File: src/rtl/servo_pkg.sv
// Shared types and constants for the four-channel servo PWM driver.
// Latency: n/a (types, constants and a combinational clamp helper only).
// Backpressure: n/a.
package servo_pkg;

    localparam int unsigned NUM_SERVOS   = 4;
    localparam int unsigned ANGLE_W      = 8;
    localparam int unsigned ANGLE_MAX    = 180;
    localparam int unsigned ANGLE_CENTER = 90;
    localparam int unsigned PULSE_W      = 22;

    typedef logic [ANGLE_W-1:0] angle_t;
    typedef logic [PULSE_W-1:0] pulse_t;

    // Targets beyond the mechanical range are pinned to full travel.
    function automatic angle_t clamp_angle(input angle_t a);
        return (a > angle_t'(ANGLE_MAX)) ? angle_t'(ANGLE_MAX) : a;
    endfunction

endpackage

File: src/rtl/servo_channel.sv
// One servo channel: latched target, slew-limited current angle, pulse width and PWM compare.
// Latency: target visible to the stepper 1 cycle after load; new width applies from the next frame; PWM is 1 cycle behind frame_cnt.
// Backpressure: none; a target load is always accepted. SERVO_SLEW_EN selects slew-limited stepping, otherwise each frame jumps to target.
module servo_channel
    import servo_pkg::*;
#(
    parameter int unsigned MIN_TICKS     = 50_000,
    parameter int unsigned TICKS_PER_DEG = 1_111,
    parameter int unsigned SLEW_DEG      = 3
) (
    input  logic         clk,
    input  logic         rst,
    input  logic         target_valid_i,
    input  logic [7:0]   target_angle_i,
    input  logic         step_i,
    input  logic         enable_i,
    input  logic [21:0]  frame_cnt_i,
    output logic         pwm_o,
    output logic [7:0]   cur_angle_o,
    output logic         settled_o
);

`ifdef SERVO_SLEW_EN
    localparam int unsigned STEP_LIM = SLEW_DEG;
`else
    // A limit covering the full sweep means every step lands on the target.
    localparam int unsigned STEP_LIM = (SLEW_DEG > ANGLE_MAX) ? SLEW_DEG : ANGLE_MAX;
`endif
    // Any limit of a full sweep or more behaves identically, so cap it to fit 9 bits.
    localparam logic [8:0]  STEP_W      = (STEP_LIM > ANGLE_MAX) ? 9'(ANGLE_MAX) : 9'(STEP_LIM);
    localparam pulse_t      MIN_P       = pulse_t'(MIN_TICKS);
    localparam logic [17:0] TPD_W       = 18'(TICKS_PER_DEG);
    localparam pulse_t      RESET_PULSE = MIN_P + pulse_t'(18'(ANGLE_CENTER) * TPD_W);

    angle_t      tgt_q, tgt_d;
    angle_t      cur_q, cur_d;
    pulse_t      pulse_q, pulse_d;
    logic        pwm_q, pwm_d;

    logic [8:0]  cur_w, tgt_w, diff, stepped;
    logic [17:0] prod;

    assign cur_w = {1'b0, cur_q};
    assign tgt_w = {1'b0, tgt_q};
    assign prod  = {9'd0, stepped} * TPD_W;

    // Move toward the target by at most the step limit, landing exactly on it when close.
    always_comb begin
        diff    = '0;
        stepped = cur_w;
        if (tgt_w >= cur_w) begin
            diff    = tgt_w - cur_w;
            stepped = (diff <= STEP_W) ? tgt_w : (cur_w + STEP_W);
        end else begin
            diff    = cur_w - tgt_w;
            stepped = (diff <= STEP_W) ? tgt_w : (cur_w - STEP_W);
        end
    end

    // Next-state: target latch, frame-boundary step with new width, PWM compare against the current width.
    always_comb begin
        tgt_d   = tgt_q;
        cur_d   = cur_q;
        pulse_d = pulse_q;
        pwm_d   = enable_i && (frame_cnt_i < pulse_q);
        if (target_valid_i) begin
            tgt_d = clamp_angle(target_angle_i);
        end
        if (step_i) begin
            cur_d   = angle_t'(stepped);
            pulse_d = MIN_P + pulse_t'(prod);
        end
    end

    // Channel state registers; reset parks the joint at centre with the output low.
    always_ff @(posedge clk or posedge rst) begin
        if (rst) begin
            tgt_q   <= angle_t'(ANGLE_CENTER);
            cur_q   <= angle_t'(ANGLE_CENTER);
            pulse_q <= RESET_PULSE;
            pwm_q   <= 1'b0;
        end else begin
            tgt_q   <= tgt_d;
            cur_q   <= cur_d;
            pulse_q <= pulse_d;
            pwm_q   <= pwm_d;
        end
    end

    assign pwm_o       = pwm_q;
    assign cur_angle_o = cur_q;
    assign settled_o   = (cur_q == tgt_q);

endmodule

File: src/rtl/servo_pwm_driver.sv
// Four-channel hobby-servo PWM driver with a shared frame counter (SERVO_SLEW_EN enables per-frame slew limiting).
// Latency: PWM 1 cycle behind the frame counter; frame_start and all_settled registered (1 cycle).
// Backpressure: none; targets are sampled whenever target_valid is high.
module servo_pwm_driver
    import servo_pkg::*;
#(
    parameter int unsigned FRAME_TICKS   = 2_000_000,
    parameter int unsigned MIN_TICKS     = 50_000,
    parameter int unsigned TICKS_PER_DEG = 1_111,
    parameter int unsigned SLEW_DEG      = 3
) (
    input  logic        clk,
    input  logic        rst,
    input  logic        target_valid,
    input  logic [7:0]  target0_angle,
    input  logic [7:0]  target1_angle,
    input  logic [7:0]  target2_angle,
    input  logic [7:0]  target3_angle,
    input  logic        enable,
    output logic [3:0]  pwm_out,
    output logic [31:0] cur_angles,
    output logic        frame_start,
    output logic        all_settled
);

    localparam pulse_t FRAME_LAST = pulse_t'(FRAME_TICKS - 1);

    pulse_t frame_cnt_q, frame_cnt_d;
    logic   frame_start_q, frame_start_d;
    logic   all_settled_q, all_settled_d;
    logic   step;

    logic [NUM_SERVOS-1:0]              settled;
    logic [NUM_SERVOS-1:0][ANGLE_W-1:0] tgt_in;
    logic [NUM_SERVOS-1:0][ANGLE_W-1:0] cur_arr;

    assign tgt_in = {target3_angle, target2_angle, target1_angle, target0_angle};
    assign step   = (frame_cnt_q == FRAME_LAST);

    genvar gi;
    generate
        for (gi = 0; gi < NUM_SERVOS; gi++) begin : g_ch
            servo_channel #(
                .MIN_TICKS     (MIN_TICKS),
                .TICKS_PER_DEG (TICKS_PER_DEG),
                .SLEW_DEG      (SLEW_DEG)
            ) u_ch (
                .clk            (clk),
                .rst            (rst),
                .target_valid_i (target_valid),
                .target_angle_i (tgt_in[gi]),
                .step_i         (step),
                .enable_i       (enable),
                .frame_cnt_i    (frame_cnt_q),
                .pwm_o          (pwm_out[gi]),
                .cur_angle_o    (cur_arr[gi]),
                .settled_o      (settled[gi])
            );
        end
    endgenerate

    // Free-running frame counter (ignores enable), start-of-frame pulse and settled reduction.
    always_comb begin
        frame_cnt_d   = step ? '0 : (frame_cnt_q + 1'b1);
        frame_start_d = (frame_cnt_q == '0);
        all_settled_d = &settled;
    end

    // Shared frame timing registers; counter restarts at 0 after reset.
    always_ff @(posedge clk or posedge rst) begin
        if (rst) begin
            frame_cnt_q   <= '0;
            frame_start_q <= 1'b0;
            all_settled_q <= 1'b1;
        end else begin
            frame_cnt_q   <= frame_cnt_d;
            frame_start_q <= frame_start_d;
            all_settled_q <= all_settled_d;
        end
    end

    assign cur_angles  = cur_arr;
    assign frame_start = frame_start_q;
    assign all_settled = all_settled_q;

endmodule
File: config.mk
export PLATFORM = sky130hd
export DESIGN_NAME = servo_pwm_driver
export DESIGN_NICKNAME = d
export VERILOG_FILES = /design/src/rtl/servo_pkg.sv /design/src/rtl/servo_channel.sv /design/src/rtl/servo_pwm_driver.sv
export SDC_FILE = /design/constraint.sdc
export NUM_CORES = 1
export LEC_CHECK = 0
export ABC_AREA = 1
export CORE_MARGIN = 2
export CORE_UTILIZATION = 50
export CTS_BUF_LIST = sky130_fd_sc_hd__clkbuf_8
export DETAILED_ROUTE_END_ITERATION = 16
export DONT_BUFFER_PORTS = 1
export PLACE_DENSITY = 0.74
export SYNTH_ARGS = -nofsm -noshare
export SYNTH_HDL_FRONTEND = slang
export SYNTH_SLANG_ARGS = --single-unit
File: constraint.sdc
create_clock -name clk -period 7.5 [get_ports clk]
set_clock_uncertainty 0.2 [all_clocks]
set_input_delay 1.125 -clock clk [delete_from_list [all_inputs] [get_ports clk]]
set_output_delay 1.125 -clock clk [all_outputs]
set_load 0.05 [all_outputs]
After elaboration in Yosys (flattened, before gate mapping)
Cells that the tools add are included.

cells by class
  $add $sub $neg = 21
  $mul = 4
  magnitude comparators = 20
  eq/ne operators = 5
  multiplexer cells = 17
  reduce and logical (&&, ||, !) cells = 6

operators with widths
  operator                  number
  $mux W9                   12
  $lt A22 B22 Y1            4
  $add A16 B18 Y19 const A  4
  $le A9 B8 Y1 const B      8
  $mul A9 B11 Y18 const B   4
  $sub A8 B8 Y9             8
  $add A8 B8 Y9 const B     4
  $sub A8 B8 Y9 const B     4
  $eq A8 B8 Y1              4
  $ge A8 B8 Y1              4
  $gt A8 B8 Y1 const B      4
  $mux W8                   4
  $add A22 B1 Y22 const B   1
  $eq A22 B21 Y1 const B    1
  $logic_not A22 Y1         1
  $mux W22                  1
  $logic_and A1 B1 Y1       4
  $reduce_and A4 Y1         1

storage, ports and cells
  register bits after elaboration = 180
  bits of input ports = 36
  output and inout bits = 38
  logic and storage cells = 92

Longest topological paths before layout
Gate-level depths: netlist of the first run.

  depth after elaboration = 6
  depth in mapped cells = 43
  depth with buffers taken out = 43

Modules after synthesis
A second synthesis of the first run with hierarchy kept.

second synthesis, totals
  cells, all modules = 2811
  area total of the unflattened synthesis = 21200.3 sq um

by module, submodules not included
  module                        times used  cells an instance  area each (sq um)  sequential area each (sq um)
  servo_channel (g_ch[1].u_ch)  1           656                5059.9             897.1
  servo_channel (g_ch[3].u_ch)  1           659                4974.8             897.1
  servo_channel (g_ch[0].u_ch)  1           662                4898.4             897.1
  servo_channel (g_ch[2].u_ch)  1           647                4860.9             897.1
  servo_pwm_driver              1           187                1406.3             601.8

Worst setup path after synthesis of the first run
No wires, ideal clock.

  kind = register to register
  from = reg g_ch[1].u_ch.cur_q[2]
  to = reg g_ch[1].u_ch.pulse_q[17]
  library setup time = 0.076 ns
  arrival time = 6.478 ns
  data required time = 7.224 ns
  path slack = 0.746 ns
  cell stages (with the launch flop) = 34
  buffers on the path = 2
  period minus slack after synthesis = 6.754 ns
  cell sequence = dfrtp_1 -> inv_1 -> ha_1 -> buf_6 -> nand3_1 -> nand3_1 -> nand2_1 -> nand2_1 -> nand2_1 -> inv_1 -> or2_4 -> nor2_4 -> inv_2 -> buf_2 -> o31ai_1 -> fa_1 -> inv_1 -> fa_1 -> fa_1 -> fa_1 -> inv_1 -> ha_1 -> a21oi_1 -> o21ai_0 -> a21oi_1 -> xnor2_1 -> nor2_1 -> nor2_2 -> nand4_2 -> nand2_1 -> nand2_1 -> nand3b_1 -> nand3_1 -> nand2_1

on the way
  cells in the longest elaborated chain, start to end = 6
  elaborated cells on any way between the ends = 12
  those cells by class = 5 x add/sub; 1 x mul; 3 x order compare; 3 x mux

ends and longest elaborated chain
  element                           line                                      source
  start: declaration                servo_channel.sv:36                       angle_t cur_q, cur_d;
  start signal: assignment          servo_channel.sv:79                       cur_q <= angle_t'(ANGLE_CENTER);
  start signal: assignment          servo_channel.sv:84                       cur_q <= cur_d;
  $sub A8 B8 Y9 (on tied branches)  servo_channel.sv:55, servo_channel.sv:52
  $le A9 B8 Y1 (on tied branches)   servo_channel.sv:56, servo_channel.sv:53
  $mux W9 (on tied branches)        servo_channel.sv:56, servo_channel.sv:53
  $mux W9 *                         servo_channel.sv:51                       if (tgt_w >= cur_w) begin
  $mul A9 B11 Y18 *                 servo_channel.sv:45                       assign prod = {9'd0, stepped} * TPD_W;
  $add A16 B18 Y19 *                servo_channel.sv:71                       pulse_d = MIN_P + pulse_t'(prod);
  end signal: assignment            servo_channel.sv:85                       pulse_q <= pulse_d;
  end: declaration                  servo_channel.sv:37                       pulse_t pulse_q, pulse_d;

Mark *: on every way between the ends. The rest lies on a longest branch, timed or not.
A chain may end at the register's enable or synchronous reset.

Worst setup path in the final report of the first run
  from = reg g_ch[1].u_ch.cur_q[3]
  to = reg g_ch[1].u_ch.pulse_q[17]

on the way
  cells in the longest elaborated chain, start to end = 6
  elaborated cells on any way between the ends = 12
  those cells by class = 5 x add/sub; 1 x mul; 3 x order compare; 3 x mux

ends and longest elaborated chain
  element                           line                                      source
  $sub A8 B8 Y9 (on tied branches)  servo_channel.sv:55, servo_channel.sv:52
  $le A9 B8 Y1 (on tied branches)   servo_channel.sv:56, servo_channel.sv:53
  $mux W9 (on tied branches)        servo_channel.sv:56, servo_channel.sv:53
  $mux W9 *                         servo_channel.sv:51
  net g_ch[1].u_ch.stepped[6]       servo_channel.sv:40                       logic [8:0] cur_w, tgt_w, diff, stepped;
  $mul A9 B11 Y18 *                 servo_channel.sv:45
  $add A16 B18 Y19 *                servo_channel.sv:71

The timed path passes the listed nets; every way through them passes the cells marked *.

==> summary.txt, run 1 <==
Layout
  • Ant diodes: 0
  • Synth-to-layout area growth: 5.84%
  • Share of cells above drive strength 1: 8.07%
  • Layout Nets: 3265

Clock network
  • CTS tree: done
  • CTS Buf Count: 17
  • Clock root cell: clkbuf_8
  • Worst-case clock buffer depth: 2
  • Hold Buf Count CTS: 0
  • Clock Sinks: 164
  • Clock transition at the registers of the reported paths: 0.11 ns
  • Clock Latency Late Sink: 0.57 ns
  • H-tree Lvls: 4

Floorplan
  • Starting Density: 50.4%
  • Core Area: around 40000 µm²
  • IO Pins: 74
  • DIE AREA: 42700 µm²
  • # rows: 74
  • Die Span Y: between 200 and 250 µm
  • Chip width: around 210 µm

Global routing
  • Pin count of the biggest net entering global routing: 86
  • Initial antenna violation count: 0
  • Vias in the first global route: roughly 18k
  • Overflow after GRT: 0
  • First-pass GRT wire length: 88.9 mm
  • All-Layer GR Usage: 26.1%

Timing
  • Worst Tran Pin Value: 0.994 ns
  • Period Utilization, post-route: 93.6%
  • Setup ws final: between 0.4 and 0.5 ns
  • Setup repair after global routing missed its margin: false
  • Max-slew headroom: between 30% and 40%
  • Fmax: 0.142 GHz
  • Fin. max-slew vios: 0
  • Worst hold slack: 0.275 ns
  • Post-Route Setup TNS: 0 ns
  • Final Hold Fails: 0
  • Minimum clock period: between 7 and 8 ns
  • Final setup vio count: 0

Placed design
  • DP HPWL: about 42 mm
  • Post-place setup slack: 0.158 ns
  • GPL Wtd Cong: 0.915
  • IO Port Bufs: 0

Critical path
  • Critical path startpoint category: register
  • FF-to-FF Start: g_ch[1].u_ch.cur_angle_o[3]$_DFFE_PP1N_
  • Cell mode on critical path: nand2_1
  • Crit path from: g_ch[1].u_ch.cur_angle_o[3]$_DFFE_PP1N_
  • Crit path capture type: register
  • Largest stage delay on the critical path: 0.74 ns
  • WS Path Type: register to register
  • Buf/Inv on CP: 5
  • Worst path slowest cell: dfstp_4
  • Data arrival time of the critical path: 7.34 ns
  • CP Max Fanout: 16
  • Reg2Reg Setup Slack: 0.48 ns
  • Req. time, crit path: just under 8 ns
  • Crit path max-delay family: adder cells

Hold path
  • Hold_sp: g_ch[3].u_ch.pulse_q[17]$_DFFE_PP1N_
  • Hold WC Path Type: register to register

Yosys
  • EDFF count, synth: 0
  • Post-Synth Simple-Gate Area: 22.8%
  • Largest family of logic cells by synthesized area: adder cells
  • Netlist cell types: 67
  • Top-count cell post-synth: nand2_1
  • Multiplexer share of the synthesized area: 0%
  • Xor/xnor share of the synthesized area: 3.53%
  • Mapped Area: 20600 µm²
  • Yosys warns: 0
  • Synth top area share: 19.6%
  • Syn Area/Cell: 7.33 µm²
  • Post-synthesis adder-cell area fraction: 29.0%
  • Synth cell count leaders: 604 x nand2_1, 572 x inv_1, 322 x ha_1
  • Asr flop ratio synth: 100%
  • Synth area leaders: ha_1 20%, dfrtp_1 12%, nand2_1 11%
  • Synth Area in Compound Gates: between 10% and 20%
  • Sequential share of the synthesized area: 20.4%
  • Instance count of the mapped netlist: ~2.8k
  • Synth Flop Type: dfrtp_1
  • Synth Net Count: 3259
  • Post-synth top area cell: ha_1
  • Synth Register Bits: 164

Route
  • DRT antenna net count: 0
  • DR WL/cell: ~16 µm
  • Number of DRC markers in iteration 0: between 1k and 1.5k
  • Vias: 18.4k
  • Drt total wl: 53.3 mm
  • Vias per inst: 5.47
  • Drt pass-1 iters: 8
  • Drt drc: 0

Status
  • Status: finished clean

Job
  • Maxcap violations: 0
layer usage:
layer | track usage (%) | vias to the layer above | routed length [µm]
li1 | - | 9071 | -
met1 | 32.5 | 8718 | 23300
met2 | 45.3 | 482 | 25600
met3 | 4.44 | 102 | 2700
met4 | 10.0 | 0 | 1670
met5 | 0 | - | 0
kinds of logic (layout without fill, tap and decap cells):
family / count (synthesis) / after routing
compound gates: 434 / 434
xor+xnor: 81 / 81
fa+ha+maj: 418 / 418
buf+inv: 638 / 656
flops: 164 / 164
simple gates: 1070 / 1071
worst reg2reg max path, delay by kind of cell, from the launching register on:
family                     cells  cell delay (ns)
AOI/OAI and AO/OA              5             0.83
DFF                            1             0.74
adders and majority gates      6             2.79
buffers and inverters          5             0.42
xor gates and xnor gates       1             0.19
and+or+nand+nor               18             1.83
cells in the final DEF (no fill, tap or decap), types with 7 or more instances in the layout:
cell        n
nand2_1   599
fa_1       96
nand3b_1    7
inv_2       9
o211ai_1   40
a211oi_1    8
or2_2       9
xor2_1     55
dfstp_2    68
nor3_1     18
nand2_2    15
buf_4      44
ha_1      318
nand4_1    39
a31oi_1    16
o21ai_1    27
o22ai_1     7
a22oi_1     9
inv_1     568
a21oi_1   149
nand3_1   202
clkbuf_8   20
xnor2_1    22
o21ai_0   130
dfrtp_1    95
nor4_1      9
nor2_1    134
worst paths after layout:
| path | to | cells after the start |
|---|---|---|
| min | g_ch[3].u_ch.pulse_q[17]$_DFFE_PP1N_ | 2 |
| min in group asynchronous | g_ch[2].u_ch.tgt_q[7]$_DFFE_PP0P_ | 1 |
| max reg2reg | g_ch[1].u_ch.pulse_q[17]$_DFFE_PP1N_ | 35 |
| min reg2reg | g_ch[3].u_ch.pulse_q[17]$_DFFE_PP1N_ | 2 |
| max in group asynchronous | g_ch[2].u_ch.pulse_q[9]$_DFFE_PP0N_ | 2 |
| max | g_ch[1].u_ch.pulse_q[17]$_DFFE_PP1N_ | 35 |
metrics by stage:
stage	area (µm²)	cells	util, %
finish	21800	3356	53.4
global route	21800	3356	53.4
CTS	21600	3351	53.0
detailed placement	21200	3319	52.0
global placement	21200	3319	52.0
floorplan	20600	2805	-
flip-flops by register name, indices dropped and copies added (netlist names):
signal	flops
g_ch.u_ch.pulse_q	72
frame_start	1
g_ch.u_ch.tgt_q	32
frame_cnt_q	22
g_ch.u_ch.cur_angle_o	32
g_ch.u_ch.pwm_o	4
all_settled	1
timing repair:
item                       CTS  global route
setup endpoints to repair    0            29
setup buffers                0             4
resized for setup            0            33
final cells by class:
class	instances	area, µm²
clock buffers	20	275
inverters	580	2190
clock inverters	12	120
multi-input cells	2004	14000
repair buffers	44	330
well taps	532	666
flip-flops and latches	164	4190
fillers	3885	19000
Power of run 1 is left out: the tool's default activity adds up to more than one toggle a clock period on the data nets, which glitch-free logic cannot reach.
==> run 2: changes to the inputs <==
--- a/config.mk
+++ b/config.mk
@@ -12,6 +12,7 @@
 export DETAILED_ROUTE_END_ITERATION = 16
 export DONT_BUFFER_PORTS = 1
 export PLACE_DENSITY = 0.74
+export SKIP_LAST_GASP = 1
 export SYNTH_ARGS = -nofsm -noshare
 export SYNTH_HDL_FRONTEND = slang
 export SYNTH_SLANG_ARGS = --single-unit
==> results of run 2 <==
Same layout as run 1: the final DEF is identical, and so are final timing and power.
Power of run 2 is left out for the same reason.
==> run 3: changes to the inputs <==
--- a/config.mk
+++ b/config.mk
@@ -7,12 +7,13 @@
 export LEC_CHECK = 0
 export ABC_AREA = 1
 export CORE_MARGIN = 2
-export CORE_UTILIZATION = 50
+export CORE_UTILIZATION = 47
 export CTS_BUF_LIST = sky130_fd_sc_hd__clkbuf_8
 export DETAILED_ROUTE_END_ITERATION = 16
 export DONT_BUFFER_PORTS = 1
-export PLACE_DENSITY = 0.74
+export PLACE_DENSITY = 0.71
 export SKIP_LAST_GASP = 1
 export SYNTH_ARGS = -nofsm -noshare
 export SYNTH_HDL_FRONTEND = slang
+export SYNTH_HIERARCHICAL = 1
 export SYNTH_SLANG_ARGS = --single-unit
==> run 3 against run 2 <==
First-iteration DRC count is 4.3% lower; count of clock-buffer cells in the layout is 3 lower; via count is 0.99% lower; cell count is 2.4% higher; die area is 9.6% higher; synthesized area is 3.2% higher; highest routed layer unchanged; register-to-register slack worse by 0.05 ns; fmax is 0.64% lower; sequential share of layout area is 0.63 points lower.
==> summary.txt, run 3 <==
Status
  • Status: finished clean

Clock network
  • Clock Latency Late Sink: 0.51 ns (-0.06 ns)
  • H-tree Lvls: 4 (unchanged)
  • CTS Buf Count: 17 (unchanged)
  • CTS tree: done
  • Clock Sinks: 164 (unchanged)
  • Clock root cell: clkbuf_8
  • Worst-case clock buffer depth: 2 (unchanged)
  • Clock transition at the registers of the reported paths: 0.10 ns (about the same)

Global routing
  • First-pass GRT wire length: 87.0 mm (-2.1%)
  • Initial antenna violation count: 0 (unchanged)
  • All-Layer GR Usage: 22.5% (-3.7 points)
  • Pin count of the biggest net entering global routing: 66 (-23%)
  • Vias in the first global route: 18.3k (+0.39%)
  • Overflow after GRT: 0 (unchanged)

Critical path
  • FF-to-FF Start: g_ch[0].u_ch/cur_angle_o[3]$_DFFE_PP1P_
  • Worst r2r dst: g_ch[0].u_ch/pulse_q[17]$_DFFE_PP1P_
  • Setup crit end: g_ch[0].u_ch/pulse_q[17]$_DFFE_PP1P_
  • Reg2Reg Setup Slack: 0.44 ns (-0.05 ns)
  • Crit path capture type: register
  • R2r worst-path depth: 37 (+5.7%)
  • Req. time, crit path: 7.74 ns (-0.08 ns)
  • Data arrival time of the critical path: 7.30 ns (-0.04 ns)
  • Largest stage delay on the critical path: 0.55 ns (-0.19 ns)
  • Worst path slowest cell: dfstp_2
  • Crit path from: g_ch[0].u_ch/cur_angle_o[3]$_DFFE_PP1P_
  • WS Path Type: register to register
  • Cell mode on critical path: nand2_1
  • Critical path startpoint category: register
  • CP Max Fanout: 14 (-2)

Yosys
  • Multiplexer share of the synthesized area: 0% (unchanged)
  • Xor/xnor share of the synthesized area: 4.09% (+0.56 points)
  • Synth cell count leaders: 554 x nand2_1, 529 x inv_1, 322 x ha_1
  • Post-synth top area cell: ha_1
  • Asr flop ratio synth: 100% (unchanged)
  • Synth Area in Compound Gates: 12.3% (+0.15 points)
  • Top-count cell post-synth: nand2_1
  • Post-synthesis adder-cell area fraction: 28.1% (-0.89 points)
  • Largest family of logic cells by synthesized area: adder cells
  • Sequential share of the synthesized area: 19.8% (-0.62 points)
  • Synth area leaders: ha_1 19%, dfrtp_1 11%, nand2_1 9.8%
  • Post-Synth Simple-Gate Area: 24.3% (+1.6 points)
  • Netlist cell types: 69 (+3.0%)
  • EDFF count, synth: 0 (unchanged)
  • Synth Register Bits: 164 (unchanged)
  • Synth top area share: 19.0% (-0.60 points)
  • Synth Flop Type: dfrtp_1
  • Yosys warns: 6 (+6)
  • Synth Net Count: 3265 (+0.18%)
  • Mapped Area: 21200 µm² (+3.2%)
  • Instance count of the mapped netlist: 2811 (+0.21%)
  • Syn Area/Cell: 7.54 µm² (+2.9%)

Floorplan
  • Core Area: 44400 µm² (+9.0%)
  • # rows: 77 (+4.1%)
  • DIE AREA: 46800 µm² (+9.6%)
  • IO Pins: 74 (unchanged)
  • Starting Density: 47.7% (-2.7 points)
  • Die Span Y: 216 µm (+4.7%)
  • Chip width: 216 µm (+4.7%)

Placed design
  • DP HPWL: 41.8 mm (+0.30%)
  • Post-place setup slack: 0.350 ns (+0.192 ns)
  • GPL Wtd Cong: 0.927 (+1.3%)
  • IO Port Bufs: 0 (unchanged)

Timing
  • Fin. max-slew vios: 0 (unchanged)
  • Final setup vio count: 0 (unchanged)
  • Setup repair after global routing missed its margin: true
  • Period Utilization, post-route: 94.2% (+0.61 points)
  • Fmax: 0.142 GHz (-0.64%)
  • Max-slew headroom: 39.7% (+6.0 points)
  • Minimum clock period: 7.06 ns (+0.0454 ns)
  • Setup ws final: 0.437 ns (-0.0454 ns)
  • Worst Tran Pin Value: 0.904 ns (-0.0906 ns)
  • Final Hold Fails: 0 (unchanged)

Layout
  • Share of cells above drive strength 1: 13.0% (+4.9 points)
  • Ant diodes: 0 (unchanged)
  • Layout Nets: 3285 (+0.61%)
  • Most frequent cells in the layout: 553 x nand2_1, 529 x inv_1, 317 x ha_1
  • Register name with the most flops: g_ch.u_ch/pulse_q
  • Largest register FFs: 72 (unchanged)
  • Most common cell after layout, fill and taps aside: nand2_1
  • Synth-to-layout area growth: 5.96%

Job
  • Maxcap violations: 0 (unchanged)

Route
  • Drt total wl: 51.2 mm (-3.9%)
  • Vias: 18.2k (-0.99%)
  • DR WL/cell: 14.9 µm (-6.1%)
  • Vias per inst: 5.29 (-3.3%)
  • DRT antenna net count: 0 (unchanged)
  • Drt drc: 0 (unchanged)
  • Number of DRC markers in iteration 0: 1247 (-4.3%)
  • Drt pass-1 iters: 7 (-1)

Hold path
  • Hold WC Path Type: register to register
-- run 3: worst max-delay path: cells and delay by family, from the launching register on --
family | cells | cell delay [ns]
xor gates and xnor gates | 1 | 0.30
DFF | 1 | 0.55
AOI/OAI and AO/OA | 3 | 0.54
buffers and inverters | 6 | 0.47
and+or+nand+nor | 21 | 2.11
adders and majority gates | 6 | 2.83
-- run 3: timing repair --
item,4_1_cts,5_1_grt
gates resized for setup,0,13
buffers inserted,0,2
hold endpoints to repair,0,0
hold buffers,0,0
setup endpoints to repair,0,17
-- run 3: logic make-up after synthesis --
group | count (synthesis)
xor+xnor | 87
simple gates | 1108
compound gates | 424
buf+inv | 610
fa+ha+maj | 418
flops | 164
-- run 3: how the worst min path moves through the flow --
stage | startpoint | end | cells after the start
floorplan | g_ch[2].u_ch/pulse_q[17]$_DFFE_PP1P_ | g_ch[2].u_ch/pulse_q[17]$_DFFE_PP1P_ | 2
global placement | g_ch[3].u_ch/pulse_q[17]$_DFFE_PP1P_ | g_ch[3].u_ch/pulse_q[17]$_DFFE_PP1P_ | 2
detailed placement | g_ch[3].u_ch/pulse_q[17]$_DFFE_PP1P_ | g_ch[3].u_ch/pulse_q[17]$_DFFE_PP1P_ | 2
CTS | g_ch[3].u_ch/pulse_q[17]$_DFFE_PP1P_ | g_ch[3].u_ch/pulse_q[17]$_DFFE_PP1P_ | 2
global route | g_ch[1].u_ch/pulse_q[14]$_DFFE_PP1P_ | g_ch[1].u_ch/pulse_q[14]$_DFFE_PP1P_ | 2
finish | g_ch[3].u_ch/pulse_q[17]$_DFFE_PP1P_ | g_ch[3].u_ch/pulse_q[17]$_DFFE_PP1P_ | 2
-- run 3: metal layers --
layer / GRT usage [%] / part of all wire, %
met1: 28.4 / 44
met2: 40.2 / 49
met3: 3.71 / 5.1
met4: 4.95 / 1.4
met5: 0 / 0
-- run 3: cell type report --
class / count / area, µm²
clock buffer: 17 / 234
clock inverter: 15 / 160
fill: 4326 / 21900
inverter: 557 / 2090
multi-input combinational: 2037 / 14600
sequential: 164 / 4190
tap: 592 / 741
timing repair buffer: 54 / 405
-- run 3: per-stage QoR --
stage / hold slack, ns / utilization, % / area (µm²) / setup TNS (ns) / std cells
final: 0.281 / 50.6 / 22500 / 0 / 3436
after global routing: 0.299 / 50.6 / 22500 / -0.0318 / 3436
after CTS: 0.283 / 50.4 / 22400 / 0 / 3434
after detailed placement: 0.267 / 49.5 / 22000 / 0 / 3402
after global placement: 0.261 / 49.5 / 22000 / 0 / 3402
after floorplan: 0.248 / - / 21200 / 0 / 2811
Power of run 3 is left out for the same reason.
